File: config.mk
export PLATFORM = sky130hd
export DESIGN_NAME = pixel_fetch_unit
export DESIGN_NICKNAME = d
export VERILOG_FILES = /design/src/rtl/pixel_fetch_pkg.sv /design/src/rtl/pixel_fetch_unit_addr_calc.sv /design/src/rtl/pixel_fetch_unit.sv
export SDC_FILE = /design/constraint.sdc
export NUM_CORES = 1
export LEC_CHECK = 0
export CORE_AREA = 2 2 100 54
export DETAILED_ROUTE_END_ITERATION = 10
export DIE_AREA = 0 0 102 56
export GPL_ROUTABILITY_DRIVEN = 0
export GPL_TIMING_DRIVEN = 0
export HOLD_SLACK_MARGIN = 0.05
export PLACE_DENSITY = 0.81
export SYNTH_ARGS = -nofsm -noshare
export SYNTH_HDL_FRONTEND = slang
export SYNTH_SLANG_ARGS = --single-unit
File: constraint.sdc
create_clock -name clk -period 2.4 [get_ports clk]
set_clock_uncertainty 0.05 [all_clocks]
set_input_delay 0.24 -clock clk [delete_from_list [all_inputs] [get_ports clk]]
set_output_delay 0.24 -clock clk [all_outputs]
set_load 0.02 [all_outputs]
File: src/rtl/pixel_fetch_pkg.sv
// Shared FSM states and frame-buffer geometry helpers
// for the pixel fetch unit and its address mapper.
package pixel_fetch_pkg;

    localparam int COORD_W = 11;

    typedef enum logic [1:0] {
        IDLE,
        FETCH,
        WAIT,
        RESP
    } state_e;

    function automatic int ppw(input int word_w, input int bpp);
        return word_w / bpp;
    endfunction

    function automatic int wpl(input int h_active, input int word_w,
                               input int bpp);
        return h_active / ppw(word_w, bpp);
    endfunction

    // One pixel per word still needs a one-bit position port.
    function automatic int pos_w(input int word_w, input int bpp);
        return (ppw(word_w, bpp) > 1) ? $clog2(ppw(word_w, bpp)) : 1;
    endfunction

endpackage

File: src/rtl/pixel_fetch_unit_addr_calc.sv
// Combinational (x, y) -> frame-buffer word address, in-word
// position and out-of-range flag; shared with the sprite engine.
module pixel_addr_calc
    import pixel_fetch_pkg::*;
#(
    parameter int H_ACTIVE  = 640,
    parameter int V_ACTIVE  = 480,
    parameter int Y_OFFSET  = 80,
    parameter int BPP       = 1,
    parameter int WORD_W    = 16,
    parameter int ADDR_W    = 16,
    parameter int BASE_ADDR = 0,
    localparam int PW       = pos_w(WORD_W, BPP)
) (
    input  logic [COORD_W-1:0] x,
    input  logic [COORD_W-1:0] y,
    output logic [ADDR_W-1:0]  addr,
    output logic [PW-1:0]      pos,
    output logic               oob
);

    localparam int PPW = ppw(WORD_W, BPP);
    localparam int WPL = wpl(H_ACTIVE, WORD_W, BPP);

    logic [31:0] xw;
    logic [31:0] yw;

    // Row term may wrap for y < Y_OFFSET; oob masks that case.
    always_comb begin
        xw   = 32'(x);
        yw   = 32'(y);
        oob  = (xw >= 32'(H_ACTIVE)) ||
               (yw < 32'(Y_OFFSET)) ||
               (yw >= 32'(V_ACTIVE));
        addr = ADDR_W'(32'(BASE_ADDR) +
                       (yw - 32'(Y_OFFSET)) * 32'(WPL) +
                       xw / 32'(PPW));
        pos  = PW'(xw % 32'(PPW));
    end

endmodule

File: src/rtl/pixel_fetch_unit.sv
// Pixel fetch unit: request -> frame-buffer read -> pixel response.
// Define WORD_CACHE_EN for a single-entry word cache with flush.
module pixel_fetch_unit
    import pixel_fetch_pkg::*;
#(
    parameter int H_ACTIVE  = 640,
    parameter int V_ACTIVE  = 480,
    parameter int Y_OFFSET  = 80,
    parameter int BPP       = 1,
    parameter int WORD_W    = 16,
    parameter int ADDR_W    = 16,
    parameter int BASE_ADDR = 0,
    parameter int MEM_LAT   = 1,
    localparam int PW       = pos_w(WORD_W, BPP)
) (
    input  logic               clk,
    input  logic               rst_n,
    input  logic               req_valid,
    output logic               req_ready,
    input  logic [COORD_W-1:0] req_x,
    input  logic [COORD_W-1:0] req_y,
    input  logic               flush,
    output logic               mem_rd,
    output logic [ADDR_W-1:0]  mem_addr,
    input  logic [WORD_W-1:0]  mem_data,
    output logic               rsp_valid,
    input  logic               rsp_ready,
    output logic [BPP-1:0]     rsp_pixel,
    output logic [PW-1:0]      rsp_pos,
    output logic               rsp_oob
);

    localparam int CW = $clog2(MEM_LAT + 1);

    state_e            state;
    state_e            state_nx;
    logic              rdy_q;
    logic [ADDR_W-1:0] addr_q;
    logic [PW-1:0]     pos_q;
    logic              oob_q;
    logic [BPP-1:0]    pix_q;
    logic [CW-1:0]     cnt;

    logic [ADDR_W-1:0] c_addr;
    logic [PW-1:0]     c_pos;
    logic              c_oob;
    logic              accept;
    logic              fill;
    logic              hit;
    logic [WORD_W-1:0] hit_word;

    pixel_addr_calc #(
        .H_ACTIVE  (H_ACTIVE),
        .V_ACTIVE  (V_ACTIVE),
        .Y_OFFSET  (Y_OFFSET),
        .BPP       (BPP),
        .WORD_W    (WORD_W),
        .ADDR_W    (ADDR_W),
        .BASE_ADDR (BASE_ADDR)
    ) u_calc (
        .x    (req_x),
        .y    (req_y),
        .addr (c_addr),
        .pos  (c_pos),
        .oob  (c_oob)
    );

    function automatic logic [BPP-1:0] extract(
        input logic [WORD_W-1:0] w,
        input logic [PW-1:0]     p
    );
        logic [WORD_W-1:0] sh;
        sh = w << (32'(p) * BPP);
        return sh[WORD_W-1 -: BPP];
    endfunction

    assign accept = req_valid && rdy_q && (state == IDLE);
    assign fill   = (state == WAIT) && (cnt == '0);

`ifdef WORD_CACHE_EN
    logic              cache_vld;
    logic [ADDR_W-1:0] cache_tag;
    logic [WORD_W-1:0] cache_word;

    // A same-cycle flush forces the request to miss.
    assign hit      = cache_vld && !flush && !c_oob &&
                      (c_addr == cache_tag);
    assign hit_word = cache_word;

    always_ff @(posedge clk or negedge rst_n) begin
        if (!rst_n) begin
            cache_vld  <= 1'b0;
            cache_tag  <= '0;
            cache_word <= '0;
        end else if (flush) begin
            cache_vld <= 1'b0;
        end else if (fill) begin
            cache_vld  <= 1'b1;
            cache_tag  <= addr_q;
            cache_word <= mem_data;
        end
    end
`else
    logic unused_flush;

    assign hit          = 1'b0;
    assign hit_word     = '0;
    assign unused_flush = flush;
`endif

    always_ff @(posedge clk or negedge rst_n) begin
        if (!rst_n) begin
            state <= IDLE;
        end else begin
            state <= state_nx;
        end
    end

    always_comb begin
        state_nx  = state;
        req_ready = 1'b0;
        mem_rd    = 1'b0;
        rsp_valid = 1'b0;
        unique case (state)
            IDLE: begin
                req_ready = rdy_q;
                if (accept) begin
                    state_nx = (c_oob || hit) ? RESP : FETCH;
                end
            end
            FETCH: begin
                mem_rd   = 1'b1;
                state_nx = WAIT;
            end
            WAIT: begin
                if (cnt == '0) begin
                    state_nx = RESP;
                end
            end
            RESP: begin
                rsp_valid = 1'b1;
                if (rsp_ready) begin
                    state_nx = IDLE;
                end
            end
            default: state_nx = IDLE;
        endcase
    end

    // rdy_q keeps req_ready low until the first edge after reset.
    always_ff @(posedge clk or negedge rst_n) begin
        if (!rst_n) begin
            rdy_q  <= 1'b0;
            addr_q <= '0;
            pos_q  <= '0;
            oob_q  <= 1'b0;
            pix_q  <= '0;
            cnt    <= '0;
        end else begin
            rdy_q <= 1'b1;
            if (accept) begin
                addr_q <= c_addr;
                pos_q  <= c_pos;
                oob_q  <= c_oob;
                unique case (1'b1)
                    c_oob:   pix_q <= '0;
                    hit:     pix_q <= extract(hit_word, c_pos);
                    default: ;
                endcase
            end
            if (state == FETCH) begin
                cnt <= CW'(MEM_LAT - 1);
            end else if (state == WAIT) begin
                if (cnt == '0) begin
                    pix_q <= extract(mem_data, pos_q);
                end else begin
                    cnt <= cnt - CW'(1);
                end
            end
        end
    end

    assign mem_addr  = addr_q;
    assign rsp_pixel = pix_q;
    assign rsp_pos   = pos_q;
    assign rsp_oob   = oob_q;

endmodule

==> results.sh, run 1 <==
export IMPL_dr_pass1_iters=4
export IMPL_hold_slack_ns=0.4304
export IMPL_fin_crit_sh=1.117
export IMPL_ys_ff_latch=25
export IMPL_syn_nets=303
export IMPL_die_area_um2=5712
export IMPL_outcome="finished, violations left"
export IMPL_required_ns=2.49
export IMPL_drive_gt1_frac=0.2372
export IMPL_path_cells="buf_8 -> clkinvlp_4 -> ha_4 -> inv_1 -> ha_1 -> ha_1 -> a211oi_4 -> o31ai_4 -> buf_4 -> xnor2_2 -> nor2_1 -> and4bb_1 -> xnor2_1 -> o21ai_1"
export IMPL_ys_async_sr_fraction=1.000
export IMPL_htree_num_levels=1
export IMPL_final_cells=382
export IMPL_grt_pass1_vias=1906
export IMPL_rr_startpoint="state[0]$_DFFE_PN0P_"
export IMPL_ant_nets=0
export IMPL_hpwl_um=4656
export IMPL_synth_edff_count=0
export IMPL_critPathKind="input port to flip-flop"
export IMPL_drt_wl_total_um=5932
export IMPL_max_slew_margin=0.2591
export IMPL_nNetsFinal=388
export IMPL_track_usage=0.2081
export IMPL_most_common_layout_cells="clkdlybuf4s50_1, dfrtp_1, ha_1"
export IMPL_syn_to_final_growth_pct=50.97
export IMPL_wl_per_cell_um=15.53
export IMPL_std_cell_rows=18
export IMPL_via_per_inst=5.110
export IMPL_path_clk_slew_ns=0.08
export IMPL_clock_sinks=25
export IMPL_setup_viol=5
export IMPL_startpoint_type="input port"
export IMPL_synthCells=228
export IMPL_grt_max_degree=26
export IMPL_clk_path_buf_depth=2
export IMPL_slew_violations=0
export IMPL_ys_seq_area_frac=0.2860
export IMPL_ctsHoldBuffers=0
export IMPL_portBuffers=64
export IMPL_antenna_found_initial=0
export IMPL_fin_ws_ns=-0.2820
export IMPL_hold_class="flip-flop to flip-flop"
export IMPL_rsz0062_at_grt="true"
export IMPL_diodes=0
export IMPL_tns_ns=-1.019
export IMPL_violations="setup timing"
export IMPL_cellPowerDensity_nw_per_um2=887.1
export IMPL_grt_pass1_wl_um=9356
export IMPL_layout_commonest_cell="clkdlybuf4s50_1"
export IMPL_ys_flop_type="dfrtp_1"
export IMPL_clock_latency_ns=0.27
export IMPL_endpoint_kind="flip-flop"
export IMPL_synth_cell_type_count=40
export IMPL_cts_tree="built"
export IMPL_ir_worst_vdd_mv=0.5631
export IMPL_dpl_cell_count=362
export IMPL_drtIter0Drc=52
export IMPL_drc_errors=0
export IMPL_hold_violations=0
export IMPL_die_x_um=102
export IMPL_via_count=1952
export IMPL_cts_made_buffers=3
export IMPL_postSynthAreaPerCell_um2=9.593
export IMPL_ios=68
export IMPL_die_h_um=56
export IMPL_fin_area_um2=3302
export IMPL_cap_viol_max_count=0
export IMPL_place_area_um2=2999
export IMPL_cpMostUsedCell="ha_1"
export IMPL_overflow=0
export IMPL_worst_pin_slew_ns=1.108
export IMPL_min_from="mem_addr[4]$_DFFE_PN0P_"
export IMPL_arrival_ns=2.78
export IMPL_syn_area_um2=2187
export IMPL_cts_root_buffer_cell="clkbuf_8"
export IMPL_crit_slowest_cell="a211oi_4"
export IMPL_critPathMaxStageDelay_ns=0.35
export IMPL_ys_warn_count=0
export IMPL_p_leak_nw=1.407
export IMPL_initial_core_util=0.4581
export IMPL_path_max_fanout=5
export IMPL_period_minus_slack_ns=2.682
export IMPL_startpoint="req_y[4]"
export IMPL_fmax_ghz=0.3729
export IMPL_core_um2=4775
-- synthesized netlist by cell type, types with 2 or more instances --
cell | number | area [µm²]
and2_1 | 4 | 25.02
nand2_1 | 21 | 78.83
nand2b_1 | 3 | 18.77
o21ai_0 | 22 | 110.1
dfrtp_1 | 25 | 625.6
a21oi_1 | 10 | 50.05
o21ai_1 | 2 | 10.01
ha_1 | 30 | 375.4
nor3_1 | 5 | 25.02
a22oi_1 | 2 | 15.01
clkbuf_1 | 5 | 18.77
nor2_1 | 12 | 45.04
nor3b_1 | 2 | 15.01
mux2_2 | 10 | 112.6
mux4_2 | 5 | 112.6
xnor2_1 | 11 | 96.34
a21o_1 | 3 | 22.52
nand3_1 | 4 | 20.02
inv_1 | 15 | 56.30
xor2_1 | 10 | 87.58
a211oi_2 | 2 | 25.02
nor2b_1 | 6 | 37.54
fa_1 | 2 | 40.04
-- report_power, final --
group	internal [mW]	total [mW]	leakage, nW	switching, mW
Sequential	0.618	0.778	0.305	0.160
Combinational	0.973	1.91	1.08	0.933
Clock	0.119	0.244	0.0228	0.126
Total	1.71	2.93	1.41	1.22
-- metrics by stage --
step / util / setup slack (ns) / power, mW
after floorplan: - / -0.3354 / 1.845
after global placement: 0.6281 / -1.286 / 2.466
after detailed placement: 0.6281 / -1.272 / 2.534
after CTS: 0.6787 / -0.2695 / 2.873
after global routing: 0.6916 / -0.3921 / 3.118
final: 0.6916 / -0.2820 / 2.929
-- cell families after synthesis --
group                      share of synthesized area
DFF                                           0.2860
and+or+nand+nor                               0.1447
AOI/OAI and AO/OA                             0.1487
xor gates and xnor gates                     0.09153
other                                       0.001715
muxes                                         0.1030
adders and majority gates                     0.1899
buffers and inverters                        0.03432
-- metal layers --
layer	track usage	up-vias	wire, µm
met4	0.02286	0	28
li1	-	971	-
met1	0.3185	923	3007
met3	0.03769	4	309
met5	0	-	0
met2	0.3148	54	2586
-- critical path, delay by kind of cell --
family,cells,cell delay (ns)
AOI/OAI and AO/OA,3,0.56
xor gates and xnor gates,2,0.45
adders and majority gates,3,0.85
buffers and inverters,4,0.38
and+or+nand+nor,2,0.31
-- final timing paths --
path                            slack (ns)  cells after the start                        to
worst max-delay path                 -0.28                     14  mem_addr[15]$_DFFE_PN0P_
worst max register to register        0.33                      5   mem_addr[1]$_DFFE_PN0P_
min in group asynchronous             0.52                      1    rsp_pos[1]$_DFFE_PN0P_
worst min-delay path                  0.43                      2   mem_addr[4]$_DFFE_PN0P_
max in group asynchronous             1.12                      1   mem_addr[5]$_DFFE_PN0P_
worst min register to register        0.43                      2   mem_addr[4]$_DFFE_PN0P_
-- registers in the layout, summed over array words and instances, names as in the netlist --
name,cells
mem_addr,16
rsp_pos,4
state,2
rdy_q,1
rsp_oob,1
rsp_pixel,1
-- layout make-up --
type / instances / area (µm²)
Buffer: 5 / 21.27
Clock buffer: 4 / 45.04
Fill cell: 366 / 1473
Inverter: 15 / 65.06
Multi-Input combinational cell: 183 / 1702
Sequential cell: 25 / 625.6
Tap cell: 70 / 87.58
Timing Repair Buffer: 80 / 755.7
-- what timing repair did --
action                                  in CTS  in global routing
pin swaps                                   15                 15
setup buffers                               13                  3
gates cloned                                 0                  0
resized for setup                           41                 12
endpoints found under the setup margin       8                  5
Power figures use the tool's default switching activity.
==> run 2, diff against run 1 <==
- SKIP_CTS_REPAIR_TIMING: not set -> 1
==> run 2 against run 1 <==
  * The flow still finishes with violations (setup timing)
  * Setup slack got worse by 0.088 ns
  * Non-clock buffer count fell by 7
  * Wire length fell by 2.9%
  * Global-route usage fell by 1.5 points
  * Via count fell by 2.3%
  * Cell count fell by 1.8%
  * Clock-buffer cell count did not move
  * Flip-flop and latch count did not move
  * Core utilization fell by 1.3 points
  * Critical endpoint is now mem_addr[14]$_DFFE_PN0P_
  * Largest cell class unchanged
  * Largest power group unchanged
==> results.sh, run 2 (same netlist as run 1, synthesis figures left out) <==
export IMPL_rsz0062_at_grt="true"
export IMPL_ant_nets=0
export IMPL_tns_ns=-1.303
export IMPL_setup_viol=4
export IMPL_reg2reg_depth=5
export IMPL_core_um2=4775
export IMPL_worst_pin_slew_ns=1.111
export IMPL_die_x_um=102
export IMPL_dr_pass1_iters=4
export IMPL_startpoint_type="input port"
export IMPL_htree_num_levels=1
export IMPL_hold_violations=0
export IMPL_clock_sinks=25
export IMPL_critPathKind="input port to flip-flop"
export IMPL_grt_pass1_vias=1733
export IMPL_dp_slack_ns=-1.272
export IMPL_drive_gt1_frac=0.2033
export IMPL_fmax_ghz=0.3610
export IMPL_outcome="finished, violations left"
export IMPL_cts_made_buffers=3
export IMPL_fin_crit_sh=1.154
export IMPL_hold_depth=3
export IMPL_grt_pass1_wl_um=8652
export IMPL_diodes=0
export IMPL_drt_wl_total_um=5759
export IMPL_ir_worst_vdd_mv=0.5658
export IMPL_die_area_um2=5712
export IMPL_r2r_end="mem_addr[1]$_DFFE_PN0P_"
export IMPL_clock_latency_ns=0.27
export IMPL_arrival_ns=2.86
export IMPL_required_ns=2.49
export IMPL_cts_tree="built"
export IMPL_antenna_found_initial=0
export IMPL_std_cell_rows=18
export IMPL_min_delay_worst_endpoint="mem_addr[3]$_DFFE_PN0P_"
export IMPL_track_usage=0.1928
export IMPL_most_common_layout_cells="clkdlybuf4s50_1, ha_1, dfrtp_1"
export IMPL_ff2ff_setup_slack_ns=0.32
export IMPL_slew_violations=0
export IMPL_drc_errors=0
export IMPL_hold_class="input port to flip-flop"
export IMPL_min_from="req_y[0]"
export IMPL_nNetsFinal=381
export IMPL_layout_commonest_cell="clkdlybuf4s50_1"
export IMPL_hpwl_um=4656
export IMPL_path_max_fanout=5
export IMPL_portBuffers=64
export IMPL_overflow=0
export IMPL_fin_util=0.6790
export IMPL_clk_path_buf_depth=2
export IMPL_ios=68
export IMPL_path_clk_slew_ns=0.08
export IMPL_rr_startpoint="state[0]$_DFFE_PN0P_"
export IMPL_grt_max_degree=26
export IMPL_die_h_um=56
export IMPL_fin_ws_ns=-0.3698
export IMPL_violations="setup timing"
export IMPL_max_slew_margin=0.2572
export IMPL_via_count=1907
export IMPL_cap_viol_max_count=0
export IMPL_p_leak_nw=1.416
export IMPL_power_mw=2.907
export IMPL_syn_to_final_growth_pct=48.23
export IMPL_cellPowerDensity_nw_per_um2=896.6
export IMPL_wl_per_cell_um=15.36
export IMPL_period_minus_slack_ns=2.770
export IMPL_endpoint_kind="flip-flop"
export IMPL_initial_core_util=0.4581
export IMPL_largest_reg_flops=16
export IMPL_cts_root_buffer_cell="clkbuf_8"
export IMPL_drtIter0Drc=60
export IMPL_via_per_inst=5.085
[run 2: critical path, stage by stage]
cell and delay, ns:
buf_8 0.10, clkinvlp_4 0.10, ha_4 0.18, inv_4 0.05, a21oi_4 0.13, xor2_2 0.23
ha_1 0.30, ha_4 0.28, nor2b_4 0.12, a221o_1 0.37, a211oi_4 0.25, buf_4 0.18
nor4_4 0.04, xnor2_1 0.19, o21ai_1 0.09
[run 2: report_power, final]
group          switching [mW]  internal, mW
Sequential              0.160         0.618
Clock                   0.126         0.119
Combinational           0.925         0.959
Total                    1.21          1.70
[run 2: through the flow]
| stage | area (µm²) | cells | hold WS [ns] |
|---|---|---|---|
| after CTS | 3044 | 366 | 0.4383 |
| after floorplan | 2271 | 228 | -0.1056 |
| after detailed placement | 2999 | 362 | 0.4191 |
| final | 3242 | 375 | 0.3744 |
| after global routing | 3242 | 375 | 0.3991 |
| after global placement | 2999 | 362 | 0.4108 |
[run 2: final cells by class]
type / instances / area [µm²]
buffer: 5 / 20.02
clock buffer: 4 / 45.04
fill: 358 / 1533
inverter: 15 / 62.56
multi-input combinational: 183 / 1675
sequential: 25 / 625.6
tap: 70 / 87.58
timing repair buffer: 73 / 725.7
[run 2: worst max path at each step]
stage / startpoint / to
CTS: req_y[4] / mem_addr[15]$_DFFE_PN0P_
global placement: req_y[4] / mem_addr[15]$_DFFE_PN0P_
detailed placement: req_y[4] / mem_addr[15]$_DFFE_PN0P_
finish: req_y[4] / mem_addr[14]$_DFFE_PN0P_
floorplan: req_y[4] / mem_addr[15]$_DFFE_PN0P_
global route: req_y[4] / mem_addr[14]$_DFFE_PN0P_
[run 2: per-layer routing]
metal,global-route usage,vias to the layer above,routed length (µm)
met4,0.02286,0,25
met3,0.02889,4,206
li1,-,958,-
met1,0.3146,906,3101
met5,0,-,0
met2,0.2716,39,2425
==> run 3, diff against run 2 <==
- CAP_MARGIN: not set -> 10
==> run 3 against run 2 <==
  * The run still ends with setup timing left
  * Final area rose by 0.85%
  * Global-route usage did not move
  * Sequential share of layout area fell by 0.16 points
  * Critical path type unchanged
  * Largest power group unchanged
  * Highest routed layer unchanged
==> results.sh, run 3 (same netlist as run 1, synthesis figures left out) <==
export IMPL_outcome="finished, violations left"
export IMPL_violations="setup timing"
export IMPL_clock_latency_ns=0.27
export IMPL_die_h_um=56
export IMPL_drtIter0Drc=47
export IMPL_initial_core_util=0.4581
export IMPL_critPathKind="input port to flip-flop"
export IMPL_via_per_inst=5.136
export IMPL_antenna_found_initial=0
export IMPL_startpoint_type="input port"
export IMPL_fmax_ghz=0.3600
export IMPL_reg2reg_depth=5
export IMPL_drive_gt1_frac=0.2059
export IMPL_grt_pass1_vias=1733
export IMPL_setup_viol=4
export IMPL_rr_startpoint="state[0]$_DFFE_PN0P_"
export IMPL_path_max_fanout=5
export IMPL_cts_tree="built"
export IMPL_cap_viol_max_count=0
export IMPL_layout_commonest_cell="clkdlybuf4s50_1"
export IMPL_most_common_layout_cells="clkdlybuf4s50_1, ha_1, dfrtp_1"
export IMPL_p_seq_frac=0.267
export IMPL_required_ns=2.49
export IMPL_rsz0062_at_grt="true"
export IMPL_drt_wl_total_um=5720
export IMPL_hpwl_um=4656
export IMPL_slew_violations=0
export IMPL_fin_area_um2=3269
export IMPL_endpoint="mem_addr[14]$_DFFE_PN0P_"
export IMPL_sw_frac_of_total=0.4157
export IMPL_htree_num_levels=1
export IMPL_overflow=0
export IMPL_die_area_um2=5712
export IMPL_grt_pass1_wl_um=8652
export IMPL_core_um2=4775
export IMPL_portBuffers=64
export IMPL_std_cell_rows=18
export IMPL_ios=68
export IMPL_path_clk_slew_ns=0.08
export IMPL_drc_errors=0
export IMPL_p_clk_frac=0.084
export IMPL_p_int_mw=1.700
export IMPL_dr_pass1_iters=4
export IMPL_via_count=1931
export IMPL_diodes=0
export IMPL_power_switching_mw=1.210
export IMPL_nNetsFinal=382
export IMPL_fin_ws_ns=-0.3779
export IMPL_clock_sinks=25
export IMPL_startpoint="req_y[4]"
export IMPL_endpoint_kind="flip-flop"
export IMPL_syn_to_final_growth_pct=49.49
export IMPL_wl_per_cell_um=15.21
export IMPL_die_x_um=102
export IMPL_largest_reg_flops=16
export IMPL_cts_made_buffers=3
export IMPL_ant_nets=0
export IMPL_ff2ff_setup_slack_ns=0.32
export IMPL_hold_violations=0
export IMPL_grt_max_degree=26
export IMPL_clk_path_buf_depth=2
export IMPL_track_usage=0.1928
export IMPL_max_slew_margin=0.6503
export IMPL_arrival_ns=2.87
export IMPL_hold_class="input port to asynchronous set/reset pin"
export IMPL_place_area_um2=2999
export IMPL_r2r_end="mem_addr[1]$_DFFE_PN0P_"
export IMPL_fin_crit_sh=1.157
export IMPL_power_mw=2.910
export IMPL_p_leak_nw=1.429
export IMPL_period_minus_slack_ns=2.778
export IMPL_p_comb_frac=0.649
export IMPL_cts_root_buffer_cell="clkbuf_8"
export IMPL_worst_pin_slew_ns=0.5245
export IMPL_cellPowerDensity_nw_per_um2=890.2
export IMPL_ir_worst_vdd_mv=0.5635
==> run 3: layout make-up <==
cell class                 count  area (µm²)
buffer                         5       20.02
multi-input combinational    183        1675
tap                           70       87.58
fill                         353        1505
inverter                      15       62.56
timing repair buffer          74       753.2
sequential                    25       625.6
clock buffer                   4       45.04
==> run 3: power by group through the flow <==
| stage | logic [mW] | registers [mW] | clock network (mW) |
|---|---|---|---|
| after floorplan | 0.872 | 0.973 | 0 |
| after global placement | 1.70 | 0.764 | 0 |
| after detailed placement | 1.75 | 0.785 | 0 |
| after CTS | 1.76 | 0.776 | 0.255 |
| after global routing | 2.03 | 0.803 | 0.268 |
| final | 1.89 | 0.778 | 0.245 |
==> run 3: layer usage <==
layer	wire length (µm)	vias to the layer above	GRT usage
met3	230	5	0.02889
met4	25	0	0.02286
li1	-	963	-
met1	3040	926	0.3146
met5	0	-	0
met2	2423	37	0.2716
==> run 3: stage by stage <==
step | TNS (ns) | setup slack (ns) | hold WS [ns] | instances | util
2_1_floorplan | -0.9533 | -0.3354 | -0.1056 | 228 | -
3_3_place_gp | -6.945 | -1.286 | 0.4108 | 362 | 0.6281
3_5_place_dp | -7.190 | -1.272 | 0.4191 | 362 | 0.6281
4_1_cts | -4.978 | -0.9923 | 0.4383 | 366 | 0.6376
5_1_grt | -1.820 | -0.5174 | 0.2619 | 376 | 0.6847
6_report | -1.324 | -0.3779 | 0.2396 | 376 | 0.6847
==> run 3: critical path, stage by stage <==
cell and delay (ns):
buf_8 0.10, clkinvlp_4 0.10, ha_4 0.18, inv_4 0.05, a21oi_4 0.13, xor2_2 0.23
ha_1 0.30, ha_4 0.28, nor2b_4 0.12, a221o_1 0.37, a211oi_4 0.26, buf_4 0.18
nor4_4 0.04, xnor2_1 0.19, o21ai_1 0.10
==> run 3: worst min-delay path by stage <==
stage | from | endpoint | slack [ns] | depth (start not counted)
after global routing | rst_n | mem_addr[0]$_DFFE_PN0P_ | 0.26 | 1
after detailed placement | mem_addr[4]$_DFFE_PN0P_ | mem_addr[4]$_DFFE_PN0P_ | 0.42 | 2
after floorplan | rst_n | mem_addr[0]$_DFFE_PN0P_ | -0.11 | 0
after CTS | mem_addr[4]$_DFFE_PN0P_ | mem_addr[4]$_DFFE_PN0P_ | 0.44 | 2
final | rst_n | rsp_pos[1]$_DFFE_PN0P_ | 0.24 | 1
after global placement | mem_addr[4]$_DFFE_PN0P_ | mem_addr[4]$_DFFE_PN0P_ | 0.41 | 2
